===== src/rtl/cache_fill_ctrl_pkg.sv =====
// Shared types and helpers for the cache-line fill
// controller and its word counters.
package cache_pkg;

  typedef enum logic [1:0] {
    IDLE,
    WB,
    FILL,
    TAG
  } fill_state_t;

  // Ceiling log2 for elaboration-time widths.
  function automatic int clog2(input int v);
    int r;
    r = 0;
    for (int i = 0; i < 31; i++) begin
      if ((1 << i) < v) r = i + 1;
    end
    return r;
  endfunction

  // Address with the in-line offset bits cleared.
  function automatic int line_base(
    input int addr,
    input int off_w
  );
    return addr & ~((1 << off_w) - 1);
  endfunction

  // Word index of a byte address within its line.
  function automatic int word_off(
    input int addr,
    input int off_w,
    input int wsh
  );
    return (addr >> wsh) & ((1 << (off_w - wsh)) - 1);
  endfunction

  // Byte address of word idx inside an aligned line.
  function automatic int word_addr(
    input int base,
    input int idx,
    input int wsh
  );
    return base + (idx << wsh);
  endfunction

endpackage


===== src/rtl/fill_word_counter.sv =====
// Word counter for writeback, read issue and read
// receive; also yields the wrapped line word index.
module fill_word_counter
  import cache_pkg::*;
#(
  parameter int BLOCK_WORDS = 8,
  parameter int TERM = BLOCK_WORDS - 1,
  localparam int IDX_W = clog2(BLOCK_WORDS)
) (
  input  logic             clk,
  input  logic             rst,
  input  logic             clr,
  input  logic             en,
  input  logic [IDX_W-1:0] start,
  output logic [IDX_W:0]   count,
  output logic [IDX_W-1:0] idx,
  output logic             tc
);

  localparam logic [IDX_W:0] TERM_CNT = (IDX_W + 1)'(TERM);

  // Count accepted steps; cleared between line fills.
  always_ff @(posedge clk) begin
    if (rst || clr) begin
      count <= '0;
    end else if (en) begin
      count <= count + 1'b1;
    end
  end

  // Index wraps naturally since the line is 2^IDX_W words.
  assign idx = start + count[IDX_W-1:0];
  assign tc  = (count == TERM_CNT);

endmodule


===== src/rtl/cache_fill_ctrl.sv =====
// Cache-line fill controller: optional dirty-victim
// writeback, then in-order or critical-word-first fill.
module cache_fill_ctrl
  import cache_pkg::*;
#(
  parameter int ADDR_W = 16,
  parameter int BLOCK_WORDS = 8,
  parameter int WORD_BYTES = 2,
  parameter bit WB_EN = 1'b1,
  parameter bit CWF = 1'b0,
  localparam int IDX_W = clog2(BLOCK_WORDS),
  localparam int OFF_W = clog2(BLOCK_WORDS * WORD_BYTES)
) (
  input  logic              clk,
  input  logic              rst,
  input  logic              miss_detected,
  input  logic [ADDR_W-1:0] miss_address,
  input  logic              victim_dirty,
  input  logic [ADDR_W-1:0] victim_address,
  input  logic              stall,
  input  logic              mem_data_valid,
  output logic              fsm_busy,
  output logic              mem_read_en,
  output logic              mem_write_en,
  output logic [ADDR_W-1:0] mem_address,
  output logic [IDX_W-1:0]  wb_word_index,
  output logic              wen_cache,
  output logic [IDX_W-1:0]  word_enable,
  output logic              wen_tag,
  output logic              fill_done
);

  localparam int WSH = clog2(WORD_BYTES);

  fill_state_t state, state_nx;

  logic [ADDR_W-1:0] fill_base;
  logic [ADDR_W-1:0] victim_base;
  logic [IDX_W-1:0]  start_idx;

  logic accept;
  logic cnt_clr;
  logic wb_step;
  logic iss_step;
  logic rcv_step;

  logic [IDX_W:0]   wb_cnt_unused;
  logic [IDX_W:0]   iss_cnt;
  logic [IDX_W:0]   rcv_cnt;
  logic [IDX_W-1:0] wb_idx;
  logic [IDX_W-1:0] iss_idx;
  logic [IDX_W-1:0] rcv_idx;
  logic wb_last;
  logic iss_full;
  logic rcv_last;

  assign accept  = (state == IDLE) && miss_detected;
  assign cnt_clr = (state == IDLE);

  // State register; reset aborts any fill in flight.
  always_ff @(posedge clk) begin
    if (rst) begin
      state <= IDLE;
    end else begin
      state <= state_nx;
    end
  end

  // Latch line bases and fill start word on accepted miss.
  always_ff @(posedge clk) begin
    if (rst) begin
      fill_base   <= '0;
      victim_base <= '0;
      start_idx   <= '0;
    end else if (accept) begin
      fill_base <= ADDR_W'(
        line_base(int'(miss_address), OFF_W));
      victim_base <= ADDR_W'(
        line_base(int'(victim_address), OFF_W));
      start_idx <= CWF ? IDX_W'(
        word_off(int'(miss_address), OFF_W, WSH)) : '0;
    end
  end

  fill_word_counter #(
    .BLOCK_WORDS(BLOCK_WORDS),
    .TERM(BLOCK_WORDS - 1)
  ) u_wb_cnt (
    .clk(clk),
    .rst(rst),
    .clr(cnt_clr),
    .en(wb_step),
    .start('0),
    .count(wb_cnt_unused),
    .idx(wb_idx),
    .tc(wb_last)
  );

  fill_word_counter #(
    .BLOCK_WORDS(BLOCK_WORDS),
    .TERM(BLOCK_WORDS)
  ) u_iss_cnt (
    .clk(clk),
    .rst(rst),
    .clr(cnt_clr),
    .en(iss_step),
    .start(start_idx),
    .count(iss_cnt),
    .idx(iss_idx),
    .tc(iss_full)
  );

  fill_word_counter #(
    .BLOCK_WORDS(BLOCK_WORDS),
    .TERM(BLOCK_WORDS - 1)
  ) u_rcv_cnt (
    .clk(clk),
    .rst(rst),
    .clr(cnt_clr),
    .en(rcv_step),
    .start(start_idx),
    .count(rcv_cnt),
    .idx(rcv_idx),
    .tc(rcv_last)
  );

  // Next state and request/write strobes.
  always_comb begin
    state_nx      = state;
    fsm_busy      = 1'b1;
    mem_read_en   = 1'b0;
    mem_write_en  = 1'b0;
    mem_address   = '0;
    wb_word_index = '0;
    wen_cache     = 1'b0;
    word_enable   = '0;
    wen_tag       = 1'b0;
    fill_done     = 1'b0;
    wb_step       = 1'b0;
    iss_step      = 1'b0;
    rcv_step      = 1'b0;
    unique case (state)
      IDLE: begin
        fsm_busy = miss_detected;
        if (miss_detected) begin
          state_nx = (WB_EN && victim_dirty) ? WB : FILL;
        end
      end
      WB: begin
        if (!stall) begin
          wb_step       = 1'b1;
          mem_write_en  = 1'b1;
          wb_word_index = wb_idx;
          mem_address   = ADDR_W'(word_addr(
            int'(victim_base), int'(wb_idx), WSH));
          if (wb_last) state_nx = FILL;
        end
      end
      FILL: begin
        if (!stall && !iss_full) begin
          iss_step    = 1'b1;
          mem_read_en = 1'b1;
          mem_address = ADDR_W'(word_addr(
            int'(fill_base), int'(iss_idx), WSH));
        end
        // Memory cannot be held off, so accept under stall.
        if (mem_data_valid && (rcv_cnt < iss_cnt)) begin
          rcv_step    = 1'b1;
          wen_cache   = 1'b1;
          word_enable = rcv_idx;
          if (rcv_last) state_nx = TAG;
        end
      end
      TAG: begin
        wen_tag   = 1'b1;
        fill_done = 1'b1;
        state_nx  = IDLE;
      end
      default: state_nx = IDLE;
    endcase
  end

endmodule


===== config.mk =====
export PLATFORM = sky130hd
export DESIGN_NAME = cache_fill_ctrl
export DESIGN_NICKNAME = d
export VERILOG_FILES = /design/src/rtl/cache_fill_ctrl_pkg.sv /design/src/rtl/fill_word_counter.sv /design/src/rtl/cache_fill_ctrl.sv
export SDC_FILE = /design/constraint.sdc
export NUM_CORES = 1
export LEC_CHECK = 0
export ABC_AREA = 0
export CAP_MARGIN = 40
export CORE_MARGIN = 3
export CORE_UTILIZATION = 48
export DETAILED_ROUTE_END_ITERATION = 8
export PLACE_DENSITY_LB_ADDON = 0.05
export SETUP_SLACK_MARGIN = 0.5
export SLEW_MARGIN = 5
export SYNTH_ARGS = -nofsm -noshare
export SYNTH_HDL_FRONTEND = slang
export SYNTH_SLANG_ARGS = --single-unit

===== constraint.sdc =====
create_clock -name clk -period 6.3 [get_ports clk]
set_input_delay 1.26 -clock clk [delete_from_list [all_inputs] [get_ports clk]]
set_output_delay 1.26 -clock clk [all_outputs]
set_load 0.1 [all_outputs]

==> impl_metrics.json, run 1 <==
{
  "path_buf_inv": 3,
  "ant_nets": 0,
  "htreeDepth": 2,
  "avgSynthCellArea_um2": 8.03,
  "cp.required_ns": 5.04,
  "path_cells": "clkdlybuf4s50_1 > nand4b_1 > nor2_1 > and2_1 > clkdlybuf4s50_1 > buf_8",
  "die_h_um": 69.1,
  "maxSlewViolCount": 0,
  "slew_headroom": 0.454,
  "hpwl_mm": 3.19,
  "p_sw_uw": 317,
  "drv_cap": 0,
  "grt_remaining_overflow": 0,
  "layout_common_cells": "nand2_1 (54), dfxtp_1 (38), clkdlybuf4s50_1 (36)",
  "syn_area_um2": 1910,
  "syn_to_final_growth_pct": 38.3,
  "p_per_area_nw_per_um2": 302,
  "status": "completed",
  "firstDrtPassIters": 4,
  "crit_type": "input pin to output port",
  "dp_slack_ns": 1.87,
  "cts_setup_buffers": 0,
  "fin_crit_sh": 0.702,
  "swShare": 0.398,
  "cp_top_family": "buffers and inverters",
  "grt_pass1_wl_mm": 7.29,
  "end_kind": "output port",
  "worstSetupStartpointType": "input pin",
  "gr-usage-all-layers": 0.185,
  "clk_latency_ns": 0.29,
  "critPathArrivalTime_ns": 3.16,
  "die_w_um": 69.1,
  "nets": 345,
  "critical_path.max_fanout": 6,
  "final_cell_area_um2": 2640,
  "cts_root_buf": "clkbuf_8",
  "synth_seq_cells": 38,
  "routed_via_density": 5.15,
  "place_area_um2": 2550,
  "num_io_pins": 66,
  "p_leak_nw": 0.996,
  "grt_pass1_vias": 1603,
  "fillers": 328,
  "clkPwrFrac": 0.217,
  "place_congestion": 0.741,
  "setup_ws_ns": 1.88,
  "synthSimpleGateAreaFrac": 0.263,
  "power_frac_seq": 0.364,
  "combPwrFrac": 0.419,
  "p_total_uw": 797,
  "setup_tns_ns": 0,
  "finalCriticalPeriod_ns": 4.42,
  "tightest_slew_ns": 0.817,
  "ys.flop_type": "dfxtp_1",
  "skew_ns": 0.00249,
  "finalSetupViolCount": 0,
  "synth_warnings": 0,
  "synth_xor_area_frac": 0.0366,
  "grt_max_degree": 25,
  "post_cts_resized": 0,
  "ir_drop_v": 0.000151,
  "drt_iter0_drc": 81,
  "crit_top_cell": "clkdlybuf4s50_1",
  "syn-num-nets": 287,
  "path_clk_slew_ns": 0.07,
  "finalHoldViolCount": 0,
  "cpMaxStageDelayCell": "clkdlybuf4s50_1",
  "place.port_buffers": 56,
  "yosys.cell_types.count": 34,
  "ctsHoldBuffers": 0,
  "syn-instance-count": 238,
  "max-clock-path-buffers": 2,
  "wirelength_mm": 4.39,
  "antenna_found_initial": 0,
  "layout-drive-gt1-share": 0.138,
  "dieArea_um2": 4780,
  "synthAdderAreaFrac": 0.0720,
  "synth-edff-count": 0,
  "muxShareOfSynthArea": 0.0209,
  "cts_tree": "built",
  "worstHoldPathType": "flop to flop",
  "layout_commonest_cell": "nand2_1",
  "core_um2": 3740,
  "vias": 1776,
  "fmax_mhz": 226,
  "cts_sinks": 38,
  "async_reset_ff_frac": 0,
  "numCtsBuffers": 5,
  "start_util": 0.511,
  "intPower_uw": 480,
  "slowest_delay_ns": 0.51,
  "synth-compound-area-share": 0.158,
  "drc_errors": 0,
  "rows": 22,
  "seq_area_frac_synth": 0.398,
  "rsz0062_at_grt": "false",
  "wl_per_cell_um": 12.7,
  "synth_top_family_by_area": "simple AND/OR/NAND/NOR gates",
  "antennaDiodeCount": 0
}
path summary, 6_finish.rpt:
kind / start / to / slack [ns] / cells after the start
worst max register to register: u_iss_cnt.count[1]$_SDFFE_PP0P_ / state[0]$_SDFFE_PP0P_ / 4.10 / 7
worst max-delay path: mem_data_valid / word_enable[1] / 1.88 / 6
worst min register to register: victim_base[11]$_SDFFE_PP0P_ / victim_base[11]$_SDFFE_PP0P_ / 0.46 / 2
worst min-delay path: victim_base[11]$_SDFFE_PP0P_ / victim_base[11]$_SDFFE_PP0P_ / 0.46 / 2
routing by layer:
metal / vias to the layer above / track usage / routed length, µm
met4: 0 / 0.0542 / 49
met3: 7 / 0.0510 / 256
li1: 903 / - / -
met2: 47 / 0.311 / 2150
met5: - / 0 / 0
met1: 819 / 0.229 / 1930
metrics by stage:
step,hold WS (ns),utilization,std cells
after CTS,0.456,0.706,345
after detailed placement,0.446,0.682,337
after global placement,0.444,0.647,328
final,0.457,0.706,345
after global routing,0.475,0.706,345
after floorplan,0.436,-,238
sequential cells by signal (all words and copies together) (netlist names):
| name | count |
|---|---|
| state | 2 |
| fill_base | 12 |
| victim_base | 12 |
| u_rcv_cnt.count | 4 |
| u_wb_cnt.count | 4 |
| u_iss_cnt.count | 4 |
worst reg2reg max path, delay by kind of cell (launching register included):
kind / cells / cell delay, ns
compound gates: 3 / 0.71
buf+inv: 1 / 0.09
simple gates: 2 / 0.63
flops: 1 / 0.38
fa+ha+maj: 1 / 0.29
cell type report:
| cell class | instances | area [µm²] | area share |
|---|---|---|---|
| Sequential cell | 38 | 761 | 0.288 |
| Multi-Input combinational cell | 178 | 1060 | 0.399 |
| Tap cell | 48 | 60.1 | 0.0227 |
| Timing Repair Buffer | 66 | 649 | 0.246 |
| Clock inverter | 1 | 5.00 | 0.00189 |
| Clock buffer | 7 | 86.3 | 0.0327 |
| Inverter | 7 | 26.3 | 0.00994 |
kinds of logic after synthesis:
family          after synthesis
compound gates               49
xor+xnor                      8
fa+ha+maj                    11
buf+inv                      22
flops                        38
mux                           4
other cells                   1
simple gates                105
cell usage after synthesis, drive strengths merged (2+ instances only):
cell type | instances | share of area
mux2i | 4 | 0.021
nor3b | 2 | 0.010
ha | 11 | 0.072
nand2 | 54 | 0.11
buf | 4 | 0.014
nor2 | 15 | 0.029
nor2b | 17 | 0.056
dfxtp | 38 | 0.40
inv | 7 | 0.014
clkbuf | 11 | 0.022
a21oi | 28 | 0.073
xor2 | 3 | 0.014
and2 | 7 | 0.023
xnor2 | 5 | 0.023
nand2b | 2 | 0.0065
a22oi | 12 | 0.047
o21ai | 3 | 0.0079
power by group through the flow:
stage	sequential (mW)	clock, mW	combinational [mW]
floorplan	0.291	0	0.247
global placement	0.295	0	0.316
detailed placement	0.296	0	0.334
CTS	0.290	0.176	0.336
global route	0.294	0.184	0.362
finish	0.290	0.173	0.334
Power figures use the tool's default switching activity.
==> run 2, diff against run 1 <==
- CORE_UTILIZATION: 48 -> 45
- clock period: 6.3 -> 4.3 ns (I/O delays scaled with it)
==> run 2 against run 1 <==
Against the previous run: sequential power rose by 46%; critical path depth rose by 1; hold slack got worse by 0.0020 ns; wire length rose by 4.8%; die area grew 6.1%.
==> impl_metrics.json, run 2 (same netlist as run 1, synthesis figures left out) <==
{
  "worstSetupStartpointType": "input pin",
  "nets": 341,
  "status": "completed",
  "post_cts_resized": 0,
  "grt_pass1_vias": 1737,
  "p_leak_nw": 1.04,
  "drv_cap": 0,
  "layout_commonest_cell": "nand2_1",
  "hold_depth": 2,
  "hpwl_mm": 3.31,
  "place_area_um2": 2760,
  "skew_ns": 0.00464,
  "cts_tree": "built",
  "hp-start": "victim_base[9]$_SDFFE_PP0P_",
  "max-clock-path-buffers": 2,
  "layout-drive-gt1-share": 0.177,
  "slowest_delay_ns": 0.48,
  "seq_area_um2": 761,
  "cts_sinks": 38,
  "r2r_start": "u_iss_cnt.count[1]$_SDFFE_PP0P_",
  "cp.required_ns": 3.44,
  "final_cell_area_um2": 2850,
  "fin_crit_sh": 0.835,
  "critPathArrivalTime_ns": 2.73,
  "multi_input_area_um2": 1100,
  "finalCriticalPeriod_ns": 3.59,
  "firstDrtPassIters": 4,
  "slew_headroom": 0.445,
  "maxSlewViolCount": 0,
  "fin_util": 0.703,
  "hold_end": "victim_base[9]$_SDFFE_PP0P_",
  "num_io_pins": 66,
  "rrSetupSlack_ns": 2.08,
  "largestRegisters": "fill_base x12, victim_base x12",
  "layout_common_cells": "nand2_1 (54), dfxtp_1 (38), clkdlybuf4s50_1 (31)",
  "wirelength_mm": 4.60,
  "fmax_mhz": 279,
  "antenna_found_initial": 0,
  "r2r_end": "state[0]$_SDFFE_PP0P_",
  "grt_remaining_overflow": 0,
  "gr-usage-all-layers": 0.193,
  "finalSetupViolCount": 0,
  "finalHoldViolCount": 0,
  "start_util": 0.471,
  "cp_top_family": "buffers and inverters",
  "tightest_slew_ns": 0.833,
  "wl_per_cell_um": 13.4,
  "worstHoldPathType": "flop to flop",
  "p_per_area_nw_per_um2": 420,
  "critical_path.max_fanout": 15,
  "clk_latency_ns": 0.28,
  "die_w_um": 71.2,
  "dp_slack_ns": 0.764,
  "routed_via_density": 5.15,
  "end_kind": "output port",
  "drc_errors": 0,
  "vias": 1768,
  "numCtsBuffers": 5,
  "antennaDiodeCount": 0,
  "crit_type": "input pin to output port",
  "place_congestion": 0.738,
  "dieArea_um2": 5070,
  "rows": 23,
  "core_um2": 4060,
  "ir_drop_v": 0.000249,
  "rsz0062_at_grt": "false",
  "grt_pass1_wl_mm": 7.88,
  "fillers": 352,
  "hold_ws_ns": 0.455,
  "cpMaxStageDelayCell": "clkdlybuf4s50_1",
  "path_cells": "clkdlybuf4s50_1 > nand2b_1 > a31oi_2 > buf_4 > a22oi_1 > nor2b_1 > buf_12",
  "cp-startpoint": "stall",
  "ctsHoldBuffers": 0,
  "path_buf_inv": 3,
  "place.port_buffers": 56,
  "grt_max_degree": 25,
  "setup_tns_ns": 0,
  "path_clk_slew_ns": 0.07,
  "drt_iter0_drc": 73,
  "ant_nets": 0,
  "htreeDepth": 2,
  "worst-r2r-cell-count": 7,
  "syn_to_final_growth_pct": 49.2,
  "cts_setup_buffers": 0,
  "die_h_um": 71.2,
  "cts_root_buf": "clkbuf_8",
  "setup_ws_ns": 0.710
}
==> run 2: changes by cell type in the layout (fill, tap and decap cells not counted), sizes merged <==
cell	previous run	this run
clkdlybuf4s50	36	31
buf	30	31
==> run 2: layout make-up <==
class,count,area share
Inverter,7,0.00921
Clock buffer,7,0.0303
Tap cell,50,0.0219
Clock inverter,1,0.00175
Timing Repair Buffer,62,0.286
Sequential cell,38,0.267
Multi-Input combinational cell,178,0.384
==> run 2: worst max path at each step <==
stage                     cells after the start  slack [ns]              end
final                                         7        0.71   mem_address[4]
after global placement                        7        0.75   mem_address[5]
after global routing                          7        0.61   mem_address[8]
after floorplan                               5        0.50  mem_address[11]
after CTS                                     7        0.72   mem_address[8]
after detailed placement                      7        0.76   mem_address[8]
==> run 2: where the power goes <==
part	switching, mW	internal [mW]
clock network	0.123	0.129
logic	0.322	0.199
registers	0.0260	0.398
total	0.472	0.727
==> run 2: worst reg2reg max path, stage by stage (launching register included) <==
cell	delay, ns
dfxtp_1	0.39
inv_1	0.10
ha_1	0.30
o211ai_1	0.17
nor2_1	0.11
o41a_1	0.46
or4_1	0.51
o31ai_1	0.08
==> run 2: metrics by stage <==
stage / total power [mW] / instances
CTS: 1.21 / 343
global placement: 0.940 / 332
floorplan: 0.806 / 238
finish: 1.20 / 343
detailed placement: 0.959 / 335
global route: 1.28 / 343
==> run 2: metal layers <==
metal / track usage / part of all wire / vias up
met4: 0.0543 / 0.0074 / 0
li1: - / - / 896
met1: 0.238 / 0.45 / 829
met3: 0.0540 / 0.046 / 4
met5: 0 / 0 / -
met2: 0.330 / 0.49 / 39
==> run 3, diff against run 2 <==
- clock period: 4.3 -> 3.7 ns (I/O delays scaled with it)
==> run 3 against run 2 <==
Against the previous run: combinational power increased by 22%; clock skew is 0.0014 ns higher; first-iteration DRC count is 8.2% lower; clock-buffer cell count unchanged; via count rose by 0.79%; cell area rose by 2.0%; wire length is 0.78% higher; non-clock buffer count up 1; total power rose by 19%; global-route usage grew 0.060 points; sequential cell count stayed put; die area did not move; largest power group unchanged.
==> impl_metrics.json, run 3 (same netlist as run 1, synthesis figures left out) <==
{
  "num_io_pins": 66,
  "max-clock-path-buffers": 2,
  "p_per_area_nw_per_um2": 491,
  "slew_headroom": 0.406,
  "nets": 342,
  "grt_pass1_wl_mm": 7.80,
  "cp_top_family": "buffers and inverters",
  "p_total_mw": 1.43,
  "largestRegisters": "fill_base x12, victim_base x12",
  "htreeDepth": 2,
  "ctsHoldBuffers": 0,
  "die_w_um": 71.2,
  "finalSetupViolCount": 0,
  "setup_ws_ns": 0.602,
  "firstDrtPassIters": 4,
  "fin_util": 0.717,
  "hpwl_mm": 3.37,
  "grt_pass1_vias": 1705,
  "cts_tree": "built",
  "seq_area_um2": 761,
  "wl_per_cell_um": 13.5,
  "path_cells": "clkdlybuf4s50_1 > nand2b_1 > a31oi_2 > buf_4 > a22oi_1 > nor2b_2 > buf_12",
  "swShare": 0.389,
  "finalHoldViolCount": 0,
  "critPathArrivalTime_ns": 2.36,
  "grt_remaining_overflow": 0,
  "dp_slack_ns": 0.515,
  "clk_latency_ns": 0.29,
  "gr-usage-all-layers": 0.194,
  "cts_root_buf": "clkbuf_8",
  "place_area_um2": 2820,
  "dieArea_um2": 5070,
  "routed_via_density": 5.18,
  "path_clk_slew_ns": 0.07,
  "place.port_buffers": 56,
  "tightest_slew_ns": 0.891,
  "core_um2": 4060,
  "rows": 23,
  "ant_nets": 0,
  "numCtsBuffers": 5,
  "drv_cap": 0,
  "worstSetupStartpointType": "input pin",
  "syn_to_final_growth_pct": 52.2,
  "setup_tns_ns": 0,
  "cp.required_ns": 2.96,
  "antenna_found_initial": 0,
  "antennaDiodeCount": 0,
  "p_sw_uw": 555,
  "clkPwrFrac": 0.206,
  "worstHoldPathType": "flop to flop",
  "wirelength_mm": 4.63,
  "fillers": 332,
  "skew_ns": 0.00601,
  "layout_common_cells": "nand2_1 (54), dfxtp_1 (38), clkdlybuf4s50_1 (31)",
  "power_frac_seq": 0.347,
  "vias": 1782,
  "cts_setup_buffers": 0,
  "critical_path.max_fanout": 10,
  "layout_commonest_cell": "nand2_1",
  "path_buf_inv": 3,
  "status": "completed",
  "fmax_mhz": 323,
  "intPower_uw": 872,
  "place_congestion": 0.736,
  "end_kind": "output port",
  "ir_drop_v": 0.000280,
  "finalCriticalPeriod_ns": 3.10,
  "crit_type": "input pin to output port",
  "maxSlewViolCount": 0,
  "layout-drive-gt1-share": 0.214,
  "drt_iter0_drc": 67,
  "combPwrFrac": 0.447,
  "multi_input_area_um2": 1150,
  "die_h_um": 71.2,
  "slowest_delay_ns": 0.48,
  "rsz0062_at_grt": "false",
  "start_util": 0.471,
  "p_leak_nw": 1.05,
  "grt_max_degree": 30,
  "drc_errors": 0,
  "fin_crit_sh": 0.837,
  "final_cell_area_um2": 2910,
  "cts_sinks": 38,
  "cpMaxStageDelayCell": "clkdlybuf4s50_1"
}
[run 3: final timing paths]
| path | start | to | slack (ns) | depth (start not counted) |
|---|---|---|---|---|
| min reg2reg | victim_base[12]$_SDFFE_PP0P_ | victim_base[12]$_SDFFE_PP0P_ | 0.46 | 2 |
| max reg2reg | u_iss_cnt.count[1]$_SDFFE_PP0P_ | state[0]$_SDFFE_PP0P_ | 1.49 | 7 |
| max | stall | mem_address[13] | 0.60 | 7 |
| min | victim_base[12]$_SDFFE_PP0P_ | victim_base[12]$_SDFFE_PP0P_ | 0.46 | 2 |
[run 3: area by class of cell]
| type | instances | share of cell area |
|---|---|---|
| Clock buffer | 7 | 0.0297 |
| Clock inverter | 1 | 0.00172 |
| Multi-Input combinational cell | 178 | 0.396 |
| Tap cell | 50 | 0.0215 |
| Sequential cell | 38 | 0.262 |
| Timing Repair Buffer | 63 | 0.280 |
| Inverter | 7 | 0.00903 |
[run 3: power by group through the flow]
stage	sequential, mW	clock [mW]	combinational [mW]
2_1_floorplan	0.495	0	0.473
3_3_place_gp	0.503	0	0.626
3_5_place_dp	0.505	0	0.639
4_1_cts	0.496	0.299	0.641
5_1_grt	0.502	0.320	0.692
6_report	0.496	0.293	0.638
[run 3: stage by stage]
step                      hold WS [ns]  std cells
final                            0.459        344
after detailed placement         0.448        336
after global routing             0.467        344
after global placement           0.443        334
after floorplan                  0.436        238
after CTS                        0.458        344
[run 3: what timing repair did]
item | 4_1_cts | 5_1_grt
endpoints found under the hold margin | 0 | 0
gates resized for setup | 0 | 1
setup endpoints to repair | 0 | 13
[run 3: per-layer routing]
layer | GRT usage | up-vias | wire [µm]
met5 | 0 | - | 0
met4 | 0.0689 | 0 | 60
li1 | - | 895 | -
met1 | 0.227 | 831 | 1920
met3 | 0.0526 | 7 | 257
met2 | 0.338 | 49 | 2390
[run 3: worst min-delay path, stage by stage, from the launching register on]
cell and delay, ns:
dfxtp_1 0.31, nand2_1 0.05, a21oi_1 0.05
